[src/rtl/seg7_scan_driver.sv]
// -----------------------------------------------------------------------------
// seg7_scan_driver
//
// Purpose:
//   Drives a 4-digit multiplexed common-anode 7-segment display from four BCD
//   digits plus a per-digit decimal-point mask. One digit is lit per slot. Each
//   slot opens with a dead-time gap in which every anode is off, which stops
//   ghosting between neighbouring digits. All inputs are captured once per
//   frame, so a value that changes part-way through a scan never tears on the
//   display.
//
// Parameters:
//   REFRESH_DIV    clk cycles per digit slot (>= 4)
//   BLANK_CYCLES   anode-off cycles at the start of each slot (< REFRESH_DIV)
//   SEG_ACTIVE_LOW 1: seg/dp are driven low to light a segment
//   AN_ACTIVE_LOW  1: an bits are driven low to enable a digit
//
// Optional feature (compile-time macro SEG7_LEADING_ZERO_BLANK_EN):
//   When the macro is defined, leading zeros of the captured value are blanked:
//   thousands, then hundreds, then tens are suppressed while they and every
//   digit to their left are zero. The ones digit always shows. A blanked
//   digit keeps its anode off for the whole slot and slot timing does not
//   change. Without the macro all four digits are always shown.
//
// Ports:
//   clk_100MHz   in   1  system clock
//   reset_n      in   1  asynchronous active-low reset
//   ones         in   4  BCD digit 0 (rightmost)
//   tens         in   4  BCD digit 1
//   hundreds     in   4  BCD digit 2
//   thousands    in   4  BCD digit 3 (leftmost)
//   dp_mask      in   4  decimal point enable, bit i belongs to digit i
//   seg          out  7  segments, seg[0]=a .. seg[6]=g
//   dp           out  1  decimal-point segment
//   an           out  4  digit enables, an[i] drives digit i
//   frame_start  out  1  one-cycle pulse on the cycle the snapshot is taken
// -----------------------------------------------------------------------------
module seg7_scan_driver #(
  parameter int unsigned REFRESH_DIV    = 100000,
  parameter int unsigned BLANK_CYCLES   = 1000,
  parameter bit          SEG_ACTIVE_LOW = 1'b1,
  parameter bit          AN_ACTIVE_LOW  = 1'b1
) (
  input  logic       clk_100MHz,
  input  logic       reset_n,
  input  logic [3:0] ones,
  input  logic [3:0] tens,
  input  logic [3:0] hundreds,
  input  logic [3:0] thousands,
  input  logic [3:0] dp_mask,
  output logic [6:0] seg,
  output logic       dp,
  output logic [3:0] an,
  output logic       frame_start
);

  localparam int unsigned CNT_W = (REFRESH_DIV > 2) ? $clog2(REFRESH_DIV) : 1;

  localparam logic [CNT_W-1:0] CNT_LAST  = CNT_W'(REFRESH_DIV - 1);
  localparam logic [CNT_W-1:0] CNT_PRE   = CNT_W'(REFRESH_DIV - 2);
  localparam logic [CNT_W-1:0] CNT_LIT   = CNT_W'(BLANK_CYCLES);
  localparam logic [1:0]       LAST_SLOT = 2'd3;

  // Inactive (dark) levels of each output group
  localparam logic [6:0] SEG_OFF = SEG_ACTIVE_LOW ? 7'h7F : 7'h00;
  localparam logic       DP_OFF  = SEG_ACTIVE_LOW;
  localparam logic [3:0] AN_OFF  = AN_ACTIVE_LOW ? 4'hF : 4'h0;

  // BCD to active-high gfedcba pattern; 10..15 show a dash (segment g)
  function automatic logic [6:0] bcd_to_seg(input logic [3:0] i_bcd);
    logic [6:0] w_pat;
    case (i_bcd)
      4'd0:    w_pat = 7'h3F;
      4'd1:    w_pat = 7'h06;
      4'd2:    w_pat = 7'h5B;
      4'd3:    w_pat = 7'h4F;
      4'd4:    w_pat = 7'h66;
      4'd5:    w_pat = 7'h6D;
      4'd6:    w_pat = 7'h7D;
      4'd7:    w_pat = 7'h07;
      4'd8:    w_pat = 7'h7F;
      4'd9:    w_pat = 7'h6F;
      default: w_pat = 7'h40;
    endcase
    return w_pat;
  endfunction

  // ---------------------------------------------------------------------------
  // State
  // ---------------------------------------------------------------------------
  logic [CNT_W-1:0] r_cnt;
  logic [1:0]       r_slot;
  logic [3:0][3:0]  r_snap_digit;   // index 0 = ones .. 3 = thousands
  logic [3:0]       r_snap_dp;
  logic             r_frame_start;
  logic [6:0]       r_seg;
  logic             r_dp;
  logic [3:0]       r_an;

  // ---------------------------------------------------------------------------
  // Combinational helpers
  // ---------------------------------------------------------------------------
  logic [3:0][3:0] w_in_digit;
  logic            w_cnt_last;
  logic            w_frame_end;
  logic            w_frame_pre;
  logic            w_in_gap;
  logic [3:0][6:0] w_pat;
  logic [3:0]      w_blank;

  assign w_in_digit  = {thousands, hundreds, tens, ones};
  assign w_cnt_last  = (r_cnt == CNT_LAST);
  assign w_frame_end = w_cnt_last && (r_slot == LAST_SLOT);
  // frame_start is a register that must be high on the snapshot cycle itself,
  // so it is loaded one cycle earlier.
  assign w_frame_pre = (r_cnt == CNT_PRE) && (r_slot == LAST_SLOT);
  assign w_in_gap    = (BLANK_CYCLES != 0) && (r_cnt < CNT_LIT);

  // One decoder per snapshot digit; the slot mux then picks a pattern
  generate
    for (genvar gi = 0; gi < 4; gi++) begin : g_decode
      assign w_pat[gi] = bcd_to_seg(r_snap_digit[gi]);
    end
  endgenerate

`ifdef SEG7_LEADING_ZERO_BLANK_EN
  logic [3:0] w_is_zero;

  generate
    for (genvar gi = 0; gi < 4; gi++) begin : g_zero
      assign w_is_zero[gi] = (r_snap_digit[gi] == 4'd0);
    end
  endgenerate

  // A digit is a leading zero only if everything to its left is blank too
  assign w_blank[3] = w_is_zero[3];
  assign w_blank[2] = w_blank[3] & w_is_zero[2];
  assign w_blank[1] = w_blank[2] & w_is_zero[1];
  assign w_blank[0] = 1'b0;
`else
  assign w_blank = 4'b0000;
`endif

  // ---------------------------------------------------------------------------
  // Next output values, derived from the current counter and snapshot
  // ---------------------------------------------------------------------------
  logic [6:0] w_slot_pat;
  logic       w_dp_lit;
  logic [3:0] w_an_lit;
  logic [6:0] w_seg_next;
  logic       w_dp_next;
  logic [3:0] w_an_next;

  always_comb begin
    w_slot_pat = w_pat[r_slot];
    w_dp_lit   = r_snap_dp[r_slot];
    w_an_lit   = 4'b0000;
    // Only the current slot's anode can ever be enabled, so at most one bit
    if (!w_in_gap && !w_blank[r_slot]) begin
      w_an_lit = 4'b0001 << r_slot;
    end
    w_seg_next = SEG_ACTIVE_LOW ? ~w_slot_pat : w_slot_pat;
    w_dp_next  = SEG_ACTIVE_LOW ? ~w_dp_lit   : w_dp_lit;
    w_an_next  = AN_ACTIVE_LOW  ? ~w_an_lit   : w_an_lit;
  end

  // ---------------------------------------------------------------------------
  // Slot counter, frame snapshot and registered outputs
  // ---------------------------------------------------------------------------
  always_ff @(posedge clk_100MHz or negedge reset_n) begin
    if (!reset_n) begin
      r_cnt         <= '0;
      r_slot        <= 2'd0;
      r_snap_digit  <= '0;
      r_snap_dp     <= 4'b0000;
      r_frame_start <= 1'b0;
      r_seg         <= SEG_OFF;
      r_dp          <= DP_OFF;
      r_an          <= AN_OFF;
    end else begin
      if (w_cnt_last) begin
        r_cnt  <= '0;
        r_slot <= r_slot + 2'd1;
      end else begin
        r_cnt  <= r_cnt + 1'b1;
      end

      // The only place the snapshot is written: end of the last slot
      if (w_frame_end) begin
        r_snap_digit <= w_in_digit;
        r_snap_dp    <= dp_mask;
      end

      r_frame_start <= w_frame_pre;
      r_seg         <= w_seg_next;
      r_dp          <= w_dp_next;
      r_an          <= w_an_next;
    end
  end

  assign seg         = r_seg;
  assign dp          = r_dp;
  assign an          = r_an;
  assign frame_start = r_frame_start;

endmodule

[config.mk]
export PLATFORM = sky130hd
export DESIGN_NAME = seg7_scan_driver
export DESIGN_NICKNAME = d
export VERILOG_FILES = /design/src/rtl/seg7_scan_driver.sv
export SDC_FILE = /design/constraint.sdc
export NUM_CORES = 1
export LEC_CHECK = 0
export CAP_MARGIN = 20
export CORE_ASPECT_RATIO = 0.7
export CORE_UTILIZATION = 45
export DETAILED_ROUTE_END_ITERATION = 7
export HOLD_SLACK_MARGIN = 0.02
export PLACE_DENSITY = 0.63
export SLEW_MARGIN = 20
export SYNTH_ARGS = -nofsm -noshare
export SYNTH_HDL_FRONTEND = slang
export SYNTH_SLANG_ARGS = --single-unit
[constraint.sdc]
create_clock -name clk_100MHz -period 4.1 [get_ports clk_100MHz]
set_input_delay 0.41 -clock clk_100MHz [delete_from_list [all_inputs] [get_ports clk_100MHz]]
set_output_delay 0.41 -clock clk_100MHz [all_outputs]
set_load 0.05 [all_outputs]
* Word level (Yosys, flattened, before mapping)
Memories as Yosys holds them, arrays and structs flattened.
Index checks and enable logic that the tools add are counted.
** Storage, ports and cells
- Register bits after elaboration :: 52
- Bits in read-only memories :: 448
- Input port bits :: 22
- Output and inout port bits :: 13
- Word-level logic and storage cells :: 39
- Memories :: 4
** Memory list
- (no name shown) :: words 16, bits a word 7, rd ports 1, clocked after Yosys merged registers in 0, write ports 0, RTL line 72 : case (i_bcd)
- (no name shown) :: words 16, bits a word 7, rd ports 1, clocked after Yosys merged registers in 0, write ports 0, RTL line 72
- (no name shown) :: words 16, bits a word 7, rd ports 1, clocked after Yosys merged registers in 0, write ports 0, RTL line 72
- (no name shown) :: words 16, bits a word 7, rd ports 1, clocked after Yosys merged registers in 0, write ports 0, RTL line 72
** Operators by class
- Add/sub/neg operators :: 2
- Order comparisons :: 2
- Equal/unequal tests :: 3
- Shifts and indexed selects :: 1
- Mux-type cells :: 8
- Bitwise gates (word level) :: 3
- Reduce and logical (&&, ||, !) cells :: 5
** Operators with widths (count)
- == test 17 bit (second input constant) :: 2
- adder 17 x 1 -> 17 bit (second input constant) :: 1
- less-than comparator 17 x 10 -> 1 bit (second input constant) :: 1
- 2-to-1 mux 17 bit :: 1
- binary-select mux 7 bit (select 2 bit) :: 1
- 2-to-1 mux 7 bit :: 1
- inverter 7 bit :: 1
- binary-select mux 1 bit (select 2 bit) :: 2
- 2-to-1 mux 4 bit :: 1
- inverter 4 bit :: 1
- left shift 1 x 2 -> 4 bit (first input constant) :: 1
- logical AND 1 bit :: 3
- less-than comparator 2 x 3 -> 1 bit (second input constant) :: 1
- adder 2 x 1 -> 2 bit (second input constant) :: 1
- == test 2 bit (second input constant) :: 1
- logical NOT 1 bit :: 2
- 2-to-1 mux 1 bit :: 2
- inverter 1 bit :: 1

* Depth between registers and ports, before layout
- Depth in word-level cells :: 6
- Mapped depth :: 6
- Depth with buffers taken out :: 6

* Worst setup path before layout
OpenSTA, ideal clock, no wires.
- Path type :: register to register
- Start point :: register r_cnt[11]
- End point :: register r_snap_digit[0] in the netlist's numbering
- Setup time :: 0.125 ns
- Arrival :: 1.916 ns
- Data required time :: 3.975 ns
- Slack :: 2.059 ns
- Cell stages (with the launch flop) :: 6
- Buffers on the path :: 1
- Clock period less this slack :: 2.041 ns
- Cells stage by stage :: dfrtp_1 -> nor4_4 -> nand4_2 -> or4b_4 -> buf_6 -> mux2_4
** Between the ends
- Longest elaborated chain between the ends :: 2
** Ends and longest elaborated chain
- start, declared :: RTL line 91 : logic [CNT_W-1:0] r_cnt;
- start signal, assigned :: RTL line 185 : r_cnt <= r_cnt + 1'b1;
- == test 17 bit :: RTL line 112 : assign w_cnt_last = (r_cnt == CNT_LAST);
- logical AND 1 bit :: RTL line 113 : assign w_frame_end = w_cnt_last && (r_slot == LAST_SLOT);
- end signal, assigned :: RTL line 190 : r_snap_digit <= w_in_digit;
- end, declared :: RTL line 93 : logic [3:0][3:0] r_snap_digit;
No other way between the ends.
A chain may end at the register's enable or synchronous reset.

* Worst setup path in the final report
- Start point :: register r_slot[0]
- End point :: register r_snap_digit[7] in the netlist's numbering
** Between the ends
- Longest elaborated chain between the ends :: 2
** Ends and longest elaborated chain
- start, declared :: RTL line 92 : logic [1:0] r_slot;
- start signal, assigned :: RTL line 183 : r_slot <= r_slot + 2'd1;
- == test 2 bit :: RTL line 113
- logical AND 1 bit :: RTL line 113
No other way between the ends.

==> impl_results.md <==
* Outcome: finished, final reports clean
* Synth top area cells: dfrtp_1, ha_1, dfstp_2
* CTS resizes at 0
* Leak pwr at 1.56 nW
* Final ANT Viol Nets at 0
* Syn_area_per_cell at between 10 and 15 um^2
* CP arrival at between 2 and 3 ns
* Starting density of the core at between 40% and 50%
* Max stage delay on crit path at approximately 0.76 ns
* Area of the mapped netlist at 3000 um^2
* Ant diodes at 0
* Worst Max-Slew Pin Slew at between 0.7 and 0.8 ns
* Most common cell in the synthesized netlist: dfrtp_1
* Detailed Route Iter0 Violations at 159
* Ys async rst share at 100%
* Synth warn at 0
* Ys flop type: dfrtp_1
* TritonRoute pass-1 iters at 4
* CTS tree: built
* Hold Vio Cnt, Final at 0
* Post-DR wirelength/cell at 14.9 um
* Worst clock skew at 0.0107 ns
* Final period utilization at between 50% and 60%
* WL final at 5930 um
* Die extent in x at 99.6 um
* Register area share after synthesis at 43.9%
* Mapped Cells at 274
* Clk slew on worst S/H paths at 0.10 ns
* Post-CTS Setup Inserts at 0
* Max_cap viols at 0
* Final cell count without fillers at slightly below 400
* Overall power at 1.04 mW
* Number of synthesized register bits at 52
* Num CTS Buffers at 5
* # setup viols final at 0
* Kind of end point of the critical path: register
* Fmax at 0.428 GHz
* List of most frequent post-synthesis cells: dfrtp_1, ha_1, inv_1, nor2_1, mux2_4
* Hold Crit Class: in2async
* Core ar. at 6340 um^2
* Gr usage total at a little under a fifth
* Area growth from synthesis to layout at 17.4%
* Top-level port count at 35
* Critical path type: reg2reg
* DR vias/cell at 5.16
* Worst relative slew slack at approximately 50%
* Syn nets at roughly 320
* Placed wire-length estimate at 4380 um
* Crit start category: register
* Row cnt at 24
* Cts hold-fix bufs at 0
* Final nets at 354
* Gpl congestion at roughly 0.86
* Top-area cell type share of the netlist area at 33.4%
* Number of synthesized flops with an enable pin at 0
* Latest clock arrival within the worst-skew pair at 0.30 ns
* Initial antenna violation count at 0
* Largest net degree at the start of global routing at 53
* Area post-placement at 3400 um^2
* Yosys top cell by area: dfrtp_1
* Slowest cell on the critical path: or4b_4
* Peak supply drop at about 140 uV
* Placed Cells at 390
* GR Overflow Total at 0
* Slew Limit Fails at 0
* WP data required at roughly 4.3 ns
* CTS root buf: clkbuf_8
* Vias in the first global route at 1999
* RSZ-0062 raised after global routing: false
* Worst-path maximum fanout at 20
* Drc violations at 0
* Post-synth cell types at 41
* TritonCTS Sinks at 52
* Final critical-path required period at ~2.3 ns
* H-tree depth at 2
* Via count at 2054
* Final Util at 55.5%
* Share of cells above drive strength 1 at 16.0%
* PD cells at 295 nW/um^2
* Clock Tree Buf Depth at 2
* Fin Setup TNS at 0 ns
* Post-route cell area at 3520 um^2
* First-pass GRT wire length at 10200 um
* Die Y at roughly 70 um
* Die area at 7000 um^2
* Port bufs at 34
* Cell breakdown of the critical path: ha_1 -> inv_1 -> or4b_4 -> mux2_4
==> worst max-delay path: cells and delay by family (launching register included) <==
family	cells	cell delay, ns
adder cells (fa/ha/maj)	1	0.30
multiplexers	1	0.37
AND/OR/NAND/NOR	1	0.76
buffers and inverters	1	0.05
flip-flops	1	0.74
==> power breakdown <==
group          internal, mW  leakage, nW  switching [mW]
Clock                 0.184       0.0583           0.177
Combinational        0.0606        0.880          0.0651
Sequential            0.533        0.624          0.0169
Total                 0.778         1.56           0.259
==> state kept, by name (all words and copies together), names as in the netlist <==
signal / flops
seg: 7
dp: 1
r_snap_digit: 16
r_snap_dp: 4
frame_start: 1
r_slot: 2
an: 4
r_cnt: 17
==> per-layer routing <==
layer / global-route usage, % / vias up / share of wire, %
met4: 3.92 / 0 / 0.66
met2: 24.8 / 53 / 38
met5: 0 / - / 0
li1: - / 1020 / -
met1: 30.8 / 977 / 56
met3: 3.40 / 4 / 5.3
==> logic make-up (layout without fill, tap and decap cells) <==
| logic type | after synthesis | in the layout | synth area share, % |
|---|---|---|---|
| simple gates | 80 | 80 | 14.7 |
| xor+xnor | 15 | 15 | 4.38 |
| fa+ha+maj | 26 | 26 | 10.8 |
| mux | 24 | 24 | 11.8 |
| buf+inv | 33 | 66 | 4.63 |
| flops | 52 | 52 | 43.9 |
| compound gates | 44 | 44 | 9.72 |
==> per-stage QoR <==
stage,hold slack (ns),setup slack [ns]
finish,0.211,1.76
global route,0.252,1.62
CTS,0.234,1.76
detailed placement,0.499,1.78
global placement,0.495,1.82
floorplan,0.114,2.06
==> cells in the final DEF (no fill, tap or decap), drive strengths merged, types with 4 or more instances in the layout <==
cell type | Yosys | layout
a21oi | 14 | 14
a221oi | 4 | 4
a311oi | 4 | 4
clkbuf | 7 | 5
clkdlybuf4s50 | 0 | 33
dfrtp | 40 | 40
dfstp | 12 | 12
ha | 26 | 26
inv | 23 | 23
mux2 | 21 | 21
nand2 | 15 | 15
nand2b | 5 | 5
nand3 | 9 | 9
nand4 | 6 | 6
nor2 | 23 | 23
nor2b | 8 | 8
nor3 | 5 | 5
nor4 | 4 | 4
o21ai | 10 | 10
xnor2 | 13 | 13
==> layout make-up <==
cell class / instances / area [um^2]
clock buffers: 5 / 68.8
flip-flops and latches: 52 / 1320
multi-input cells: 189 / 1540
fillers: 564 / 2820
repair buffers: 35 / 343
inverters: 23 / 86.3
clock inverters: 3 / 47.5
well taps: 91 / 114
==> final timing paths <==
path / start / endpoint / slack [ns] / cells after the start
worst max-delay path: r_slot[0]$_DFFE_PN0N_ / r_snap_digit[7]$_DFFE_PN0P_ / 1.76 / 4
worst min-delay path: reset_n / r_cnt[2]$_DFF_PN0_ / 0.21 / 2
worst max register to register: r_slot[0]$_DFFE_PN0N_ / r_snap_digit[7]$_DFFE_PN0P_ / 1.76 / 4
worst min register to register: r_cnt[0]$_DFF_PN0_ / r_cnt[0]$_DFF_PN0_ / 0.51 / 1
max in group asynchronous: reset_n / r_cnt[13]$_DFF_PN0_ / 3.44 / 2
min in group clk_100MHz: r_cnt[0]$_DFF_PN0_ / r_cnt[0]$_DFF_PN0_ / 0.51 / 1
No activity file was read; power rests on OpenSTA's default activity.
